<file path="src/rtl/ps2_command_buffer.sv">
// PS/2 scancode line editor: make codes become ASCII in a DEPTH-char line; Enter commits it to a valid/ready holding register.
// One-cycle latency per byte; a busy holding register or a full line drops the byte. Optional shift handling: CMD_BUF_SHIFT_EN.
module ps2_command_buffer #(
  parameter int DEPTH = 4,
  parameter int LEN_W = 3
) (
  input  logic                 clock,
  input  logic                 reset,
  input  logic [7:0]           key_data,
  input  logic                 key_valid,
  output logic [DEPTH*8-1:0]   cmd_data,
  output logic [LEN_W-1:0]     cmd_len,
  output logic                 cmd_valid,
  input  logic                 cmd_ready,
  output logic [LEN_W-1:0]     line_len,
  output logic                 full,
  output logic                 drop
);

  typedef enum logic [1:0] {IDLE, BRK, EXT, EXT_BRK} state_t;

  localparam logic [LEN_W-1:0] DEPTH_L = LEN_W'(DEPTH);

  state_t               state_q, state_d;
  logic [DEPTH*8-1:0]   line_q, line_d;
  logic [LEN_W-1:0]     len_q, len_d;
  logic [DEPTH*8-1:0]   cmd_data_q, cmd_data_d;
  logic [LEN_W-1:0]     cmd_len_q, cmd_len_d;
  logic                 cmd_valid_q, cmd_valid_d;
  logic                 drop_q, drop_d;
  logic [8:0]           mapped;
  logic [7:0]           ch;
`ifdef CMD_BUF_SHIFT_EN
  logic                 shift_q, shift_d;
`endif

  // Bit 8 flags a letter; an ASCII value of 0 means the code is unmapped.
  function automatic logic [8:0] map_code(input logic [7:0] code);
    case (code)
      8'h1C: map_code = {1'b1, 8'h41}; 8'h32: map_code = {1'b1, 8'h42};
      8'h21: map_code = {1'b1, 8'h43}; 8'h23: map_code = {1'b1, 8'h44};
      8'h24: map_code = {1'b1, 8'h45}; 8'h2B: map_code = {1'b1, 8'h46};
      8'h34: map_code = {1'b1, 8'h47}; 8'h33: map_code = {1'b1, 8'h48};
      8'h43: map_code = {1'b1, 8'h49}; 8'h3B: map_code = {1'b1, 8'h4A};
      8'h42: map_code = {1'b1, 8'h4B}; 8'h4B: map_code = {1'b1, 8'h4C};
      8'h3A: map_code = {1'b1, 8'h4D}; 8'h31: map_code = {1'b1, 8'h4E};
      8'h44: map_code = {1'b1, 8'h4F}; 8'h4D: map_code = {1'b1, 8'h50};
      8'h15: map_code = {1'b1, 8'h51}; 8'h2D: map_code = {1'b1, 8'h52};
      8'h1B: map_code = {1'b1, 8'h53}; 8'h2C: map_code = {1'b1, 8'h54};
      8'h3C: map_code = {1'b1, 8'h55}; 8'h2A: map_code = {1'b1, 8'h56};
      8'h1D: map_code = {1'b1, 8'h57}; 8'h22: map_code = {1'b1, 8'h58};
      8'h35: map_code = {1'b1, 8'h59}; 8'h1A: map_code = {1'b1, 8'h5A};
      8'h45: map_code = {1'b0, 8'h30}; 8'h16: map_code = {1'b0, 8'h31};
      8'h1E: map_code = {1'b0, 8'h32}; 8'h26: map_code = {1'b0, 8'h33};
      8'h25: map_code = {1'b0, 8'h34}; 8'h2E: map_code = {1'b0, 8'h35};
      8'h36: map_code = {1'b0, 8'h36}; 8'h3D: map_code = {1'b0, 8'h37};
      8'h3E: map_code = {1'b0, 8'h38}; 8'h46: map_code = {1'b0, 8'h39};
      8'h29: map_code = {1'b0, 8'h20};
      default: map_code = 9'h000;
    endcase
  endfunction

  always_comb begin
    state_d     = state_q;
    line_d      = line_q;
    len_d       = len_q;
    cmd_data_d  = cmd_data_q;
    cmd_len_d   = cmd_len_q;
    cmd_valid_d = cmd_valid_q;
    drop_d      = 1'b0;
    mapped      = map_code(key_data);
    ch          = mapped[7:0];
`ifdef CMD_BUF_SHIFT_EN
    shift_d     = shift_q;
    if (mapped[8] && !shift_q) ch = mapped[7:0] | 8'h20;
`endif

    if (cmd_valid_q && cmd_ready) cmd_valid_d = 1'b0;

    if (key_valid) begin
      case (state_q)
        IDLE: begin
          if (key_data == 8'hF0) begin
            state_d = BRK;
          end else if (key_data == 8'hE0) begin
            state_d = EXT;
          end else if (key_data == 8'h66) begin
            if (len_q != '0) begin
              line_d = line_q >> 8;
              len_d  = len_q - LEN_W'(1);
            end
          end else if (key_data == 8'h5A) begin
            // A handshake in this same cycle frees the holding register.
            if (len_q != '0) begin
              if (!cmd_valid_q || cmd_ready) begin
                cmd_data_d  = line_q;
                cmd_len_d   = len_q;
                cmd_valid_d = 1'b1;
                line_d      = '0;
                len_d       = '0;
              end else begin
                drop_d = 1'b1;
              end
            end
`ifdef CMD_BUF_SHIFT_EN
          end else if (key_data == 8'h12 || key_data == 8'h59) begin
            shift_d = 1'b1;
`endif
          end else if (ch != 8'h00) begin
            if (len_q == DEPTH_L) begin
              drop_d = 1'b1;
            end else begin
              line_d      = line_q << 8;
              line_d[7:0] = ch;
              len_d       = len_q + LEN_W'(1);
            end
          end
        end
        BRK: begin
`ifdef CMD_BUF_SHIFT_EN
          if (key_data == 8'h12 || key_data == 8'h59) shift_d = 1'b0;
`endif
          state_d = IDLE;
        end
        EXT:     state_d = (key_data == 8'hF0) ? EXT_BRK : IDLE;
        default: state_d = IDLE;
      endcase
    end
  end

  always_ff @(posedge clock) begin
    if (reset) begin
      state_q     <= IDLE;
      line_q      <= '0;
      len_q       <= '0;
      cmd_data_q  <= '0;
      cmd_len_q   <= '0;
      cmd_valid_q <= 1'b0;
      drop_q      <= 1'b0;
    end else begin
      state_q     <= state_d;
      line_q      <= line_d;
      len_q       <= len_d;
      cmd_data_q  <= cmd_data_d;
      cmd_len_q   <= cmd_len_d;
      cmd_valid_q <= cmd_valid_d;
      drop_q      <= drop_d;
    end
  end

`ifdef CMD_BUF_SHIFT_EN
  always_ff @(posedge clock) begin
    if (reset) shift_q <= 1'b0;
    else       shift_q <= shift_d;
  end
`endif

  assign cmd_data  = cmd_data_q;
  assign cmd_len   = cmd_len_q;
  assign cmd_valid = cmd_valid_q;
  assign line_len  = len_q;
  assign full      = (len_q == DEPTH_L);
  assign drop      = drop_q;

endmodule

</file>
<file path="config.mk">
export PLATFORM = sky130hd
export DESIGN_NAME = ps2_command_buffer
export DESIGN_NICKNAME = d
export VERILOG_FILES = /design/src/rtl/ps2_command_buffer.sv
export SDC_FILE = /design/constraint.sdc
export NUM_CORES = 1
export LEC_CHECK = 0
export ABC_AREA = 1
export ABC_CLOCK_PERIOD_IN_PS = 2900
export BUFFER_PORTS_ARGS = -buffer_cell sky130_fd_sc_hd__buf_2
export CORE_MARGIN = 2
export CORE_UTILIZATION = 52
export CTS_CLUSTER_SIZE = 28
export DETAILED_ROUTE_END_ITERATION = 7
export GPL_TIMING_DRIVEN = 0
export HOLD_SLACK_MARGIN = 0.15
export PLACE_DENSITY = 0.76
export SYNTH_ARGS = -nofsm -noshare
export SYNTH_HDL_FRONTEND = slang
export SYNTH_SLANG_ARGS = --single-unit
</file>
<file path="constraint.sdc">
create_clock -name clock -period 2.9 [get_ports clock]
set_input_delay 0.435 -clock clock [delete_from_list [all_inputs] [get_ports clock]]
set_output_delay 0.435 -clock clock [all_outputs]
set_load 0.05 [all_outputs]
</file>
==> results.txt, run 1 <==
final slew viol count = 0
fillers = 764
Antenna Nets Post-Route = 0
maximum root-to-sink buffer count = 2
Diodes inserted = 0
CTS tree = yes
final hold slack = 279 ps
CTS-repair resized insts = 0
slew margin rel. = 0.571
vias in the first global route = 3847
core area = 7610 um2
first-pass GRT wire length = 18900 um
max cap viols = 0
DRC viols = 0
Critical Path Sink Type = flip-flop
final period utilization = 0.900
Netlist cell types = 32
utilization after layout = 0.608
routability cong. = 0.948
post-synthesis sequential area ratio = 0.367
final hold violation count = 0
wire per inst = 14.2 um
die width = 92.1 um
Final Skew = 9.38 ps
overall power = 2550 uW
RSZ-0062 raised after global routing = false
CP arrival = 2860 ps
Mapped Area = 4030 um2
largest net degree at the start of global routing = 13
Clock Sinks = 74
Total Wirelength = 11400 um
initial antenna violation count = 0
Root Buffer = clkbuf_8
TritonCTS Buffers = 9
CP startpoint kind = input port
final instance count without filler cells = 803
mean post-synth cell area = 6.37 um2
Layout Nets = 718
clk_lat worst skew = 360 ps
Hold Path Class = in2reg
port bufs = 52
critical path fanouts, max = 10
synthesis warning total = 0
# IOs = 53
Max Freq = 383 MHz
final setup fails = 0
leak pwr = 0.00220 uW
PwrDens = 551 nW/um2
Row Count = 32
CTS H-tree depth = 3
synthesis-stage register bit count = 74
Initial Utilization = 0.530
Mapped Nets = 655
crit path time final = 2610 ps
number of iterations in the first detailed-routing pass = 5
vias = 4206
gr ovfl total = 0
CP Data Required Time = 3160 ps
Die Height = 92.1 um
Max VDD drop = 330 uV
status = finished, final reports clean
post-DP HPWL = 8780 um
share of cells above drive strength 1 = 0.127
cts hold-fix bufs = 0
gr usage total = 0.281
Slew @ Worst Pin = 639 ps
Inst Count DP = 787
DRT iter0 DRCs = 314
Reg clk slew, reported paths = 70 ps
Post-Synthesis Cells = 633
Layout Area Growth over Synthesis = 14.7%
die area = 8480 um2
vias per cell = 5.24
crit path kind = in2reg
==> critical path, cell delays in order <==
cell and delay (ps):
buf_2 130, inv_1 110, ha_1 260, nand2_1 200, inv_1 80, nand4_1 210, nand2_2 180, nand2_1 120
inv_2 50, nor4_4 550, buf_4 300, nand3_1 100, nand2_1 80, nor2_1 40
==> synthesized netlist by cell type <==
master,number,area share
a22oi_1,2,0.0037
nor4_1,1,0.0016
or2_2,2,0.0031
buf_6,2,0.0056
dfxtp_1,74,0.37
clkinv_1,1,0.00093
inv_2,4,0.0037
a31o_2,1,0.0022
o211ai_1,2,0.0037
inv_1,86,0.080
buf_4,4,0.0074
nor3_2,1,0.0025
nand3_2,1,0.0025
ha_1,10,0.031
xnor2_1,2,0.0043
o22ai_1,1,0.0016
o2bb2ai_1,1,0.0022
nor2_1,90,0.084
nand2_4,1,0.0028
nor3_1,4,0.0050
nor4_4,1,0.0053
a21oi_1,43,0.053
o21ai_0,57,0.071
o21bai_1,1,0.0019
nand3_1,65,0.081
nand2_1,145,0.13
buf_2,3,0.0037
nand4_1,1,0.0016
a22o_1,5,0.011
buf_1,1,0.00093
clkbuf_1,18,0.017
nand2_2,3,0.0047
==> registers in the layout, indices dropped and copies added (netlist names) <==
register and cells:
line_len 3, cmd_valid 1, line_q 32, cmd_data 32
cmd_len 3, state_q 2, drop 1
==> where the power goes <==
group	leakage (uW)	internal, uW	switching (uW)
combinational	0.00149	187	367
clock	0.000104	449	388
sequential	0.000602	1090	73.2
==> per-layer routing <==
layer | vias up | share of wire | global-route usage
met5 | - | 0 | 0
met4 | 0 | 0.018 | 0.0933
met3 | 19 | 0.059 | 0.0427
met2 | 152 | 0.46 | 0.460
met1 | 1901 | 0.46 | 0.381
li1 | 2134 | - | -
==> layout make-up <==
cell class | count | area (um2) | share of cell area
multi-input cells | 440 | 2070 | 0.448
flip-flops and latches | 74 | 1480 | 0.320
inverters | 91 | 342 | 0.0738
repair buffers | 52 | 260 | 0.0562
clock buffers | 13 | 159 | 0.0343
plain buffers | 28 | 139 | 0.0300
well taps | 102 | 128 | 0.0276
clock inverters | 3 | 47.5 | 0.0103
==> worst paths after layout <==
kind / start / end / slack (ps) / depth (start not counted)
max reg2reg: line_len[0]$_SDFFE_PP0P_ / line_q[7]$_SDFFE_PP0P_ / 710 / 11
min reg2reg: cmd_len[2]$_SDFFE_PP0P_ / cmd_len[2]$_SDFFE_PP0P_ / 440 / 2
min: reset / cmd_valid$_SDFF_PP0_ / 280 / 2
max: key_data[0] / line_q[7]$_SDFFE_PP0P_ / 290 / 14
==> cells in the final DEF, fill, tap and decap left out, drive strengths merged <==
master   instances
a21oi           43
a22o             5
a22oi            2
a31o             1
buf             62
bufinv           1
clkbuf          31
clkinv           3
dfxtp           74
ha              10
inv             90
nand2          149
nand3           66
nand4            1
nor2            90
nor3             5
nor4             2
o211ai           2
o21ai           57
o21bai           1
o22ai            1
o2bb2ai          1
or2              2
xnor2            2
==> per-stage QoR <==
stage                     setup TNS [ps]  setup slack (ps)  cell area [um2]
after floorplan                        0               555             4030
after global placement             -1470             -82.5             4420
after detailed placement           -1850              -101             4420
after CTS                              0               269             4630
after global routing                   0              62.3             4630
final                                  0               291             4630
==> logic make-up (layout without fill, tap and decap cells) <==
family / Yosys count / count (layout) / synth area share
xor gates and xnor gates: 2 / 2 / 0.00434
DFF: 74 / 74 / 0.367
buffers and inverters: 119 / 187 / 0.119
AOI/OAI and AO/OA: 113 / 113 / 0.150
adders and majority gates: 10 / 10 / 0.0310
and+or+nand+nor: 315 / 315 / 0.328
==> what timing repair did <==
| action | CTS | global route |
|---|---|---|
| hold endpoints to repair | 0 | 0 |
| setup buffers | 0 | 0 |
| endpoints found under the setup margin | 0 | 2 |
Note: power is estimated with default switching activity, not from simulation.
==> run 2, diff against run 1 <==
Settings changed: BUFFER_PORTS_ARGS -buffer_cell sky130_fd_sc_hd__buf_2 to -buffer_cell sky130_fd_sc_hd__buf_4.
==> run 2 against run 1 <==
Effect of this change:
- highest routed layer unchanged
- critical path depth fell by 1
- register-to-register slack barely moved
- sequential cell count did not move
- largest cell class unchanged
- non-clock buffer count unchanged
==> results.txt, run 2 (synthesis gave the netlist of run 1 again) <==
status = finished, final reports clean
postcts setup bufs = 0
crit path kind = in2reg
Reg clk slew, reported paths = 80 ps
port bufs = 52
CP arrival = 2910 ps
die area = 8480 um2
Root Buffer = clkbuf_8
dpl ws = -82.1 ps
vias per cell = 5.21
routability cong. = 0.973
leak pwr = 0.00220 uW
final setup fails = 0
Slew @ Worst Pin = 623 ps
largest net degree at the start of global routing = 14
Row Count = 32
Layout Area Growth over Synthesis = 17.6%
final period utilization = 0.916
post-DP HPWL = 8900 um
gr ovfl total = 0
Layout Nets = 718
Fin Setup TNS = 0 ps
commonest non-fill, non-tap cell in the layout = nand2_1
die width = 92.1 um
hold path depth = 2
most frequent cells in the layout = nand2_1, nor2_1, inv_1, dfxtp_1, nand3_1
DRC viols = 0
vias in the first global route = 3882
first-pass GRT wire length = 19300 um
Critical Path Sink Type = flip-flop
Total Wirelength = 11600 um
number of iterations in the first detailed-routing pass = 8
Diodes inserted = 0
slew margin rel. = 0.582
Antenna Nets Post-Route = 0
Max Freq = 377 MHz
Hold Path Class = in2reg
clk_lat worst skew = 350 ps
max cap viols = 0
core area = 7610 um2
Initial Utilization = 0.530
cts hold-fix bufs = 0
TritonCTS Buffers = 9
Max VDD drop = 259 uV
Design Area, Final = 4740 um2
CTS-repair resized insts = 0
Die Height = 92.1 um
final slew viol count = 0
depth of the worst register-to-register path = 9
share of cells above drive strength 1 = 0.128
CP startpoint kind = input port
maximum root-to-sink buffer count = 2
gr usage total = 0.285
final hold violation count = 0
wire per inst = 14.4 um
DRT iter0 DRCs = 320
area post-placement = 4550 um2
initial antenna violation count = 0
vias = 4185
# IOs = 53
CP Data Required Time = 3150 ps
RSZ-0062 raised after global routing = false
Clock Sinks = 74
Final WS setup = 244 ps
Final Skew = 11.1 ps
critical path fanouts, max = 10
CTS H-tree depth = 3
utilization after layout = 0.624
PwrDens = 535 nW/um2
CTS tree = yes
crit path time final = 2660 ps
-- run 2: changes by cell type in the layout (fill, tap and decap cells not counted) --
cell	change
buf_2	-52
buf_4	+52
clkbuf_8	-2
clkinv_2	+2
clkbuf_1	-1
clkinv_4	-1
clkinvlp_4	+1
inv_6	+1
-- run 2: cell type report --
| class | instances | area (um2) |
|---|---|---|
| Sequential cell | 74 | 1480 |
| Fill cell | 762 | 2860 |
| Tap cell | 102 | 128 |
| Clock buffer | 10 | 128 |
| Clock inverter | 6 | 65.1 |
| Buffer | 28 | 139 |
| Multi-Input combinational cell | 440 | 2070 |
| Timing Repair Buffer | 52 | 390 |
| Inverter | 91 | 342 |
-- run 2: critical path, stage by stage --
cell and delay (ps):
buf_4 130, inv_1 150, ha_1 240, nand3_1 140, nor3_2 310, inv_2 160
nand2_2 180, nor2_1 90, nor4_4 550, buf_4 290, nand3_1 100, nand2_1 80
nor2_1 40
-- run 2: worst paths after layout --
path | start | to | slack, ps
worst max-delay path | key_data[0] | line_q[30]$_SDFFE_PP0P_ | 240
worst min-delay path | reset | cmd_valid$_SDFF_PP0_ | 250
worst max register to register | line_len[0]$_SDFFE_PP0P_ | cmd_data[22]$_SDFFE_PP0P_ | 710
worst min register to register | cmd_data[4]$_SDFFE_PP0P_ | cmd_data[4]$_SDFFE_PP0P_ | 450
-- run 2: stage by stage --
step	total power [uW]	hold slack (ps)	std cells
2_1_floorplan	1570	442	633
3_3_place_gp	1730	433	787
3_5_place_dp	1730	435	787
4_1_cts	2530	255	803
5_1_grt	2660	271	803
6_report	2540	255	803
-- run 2: where the power goes --
part           total (uW)  internal, uW  switching, uW
Combinational         564           197            367
Sequential           1160          1090           74.0
Clock                 815           400            416
Total                2540          1680            856
-- run 2: layer usage --
layer  GRT usage  vias up  routed length, um  share of wire
li1            -     2133                  -              -
met1       0.385     1838               5100           0.44
met3      0.0452       28                906          0.078
met4       0.104        0                313          0.027
met2       0.461      186               5240           0.45
met5           0        -                  0              0
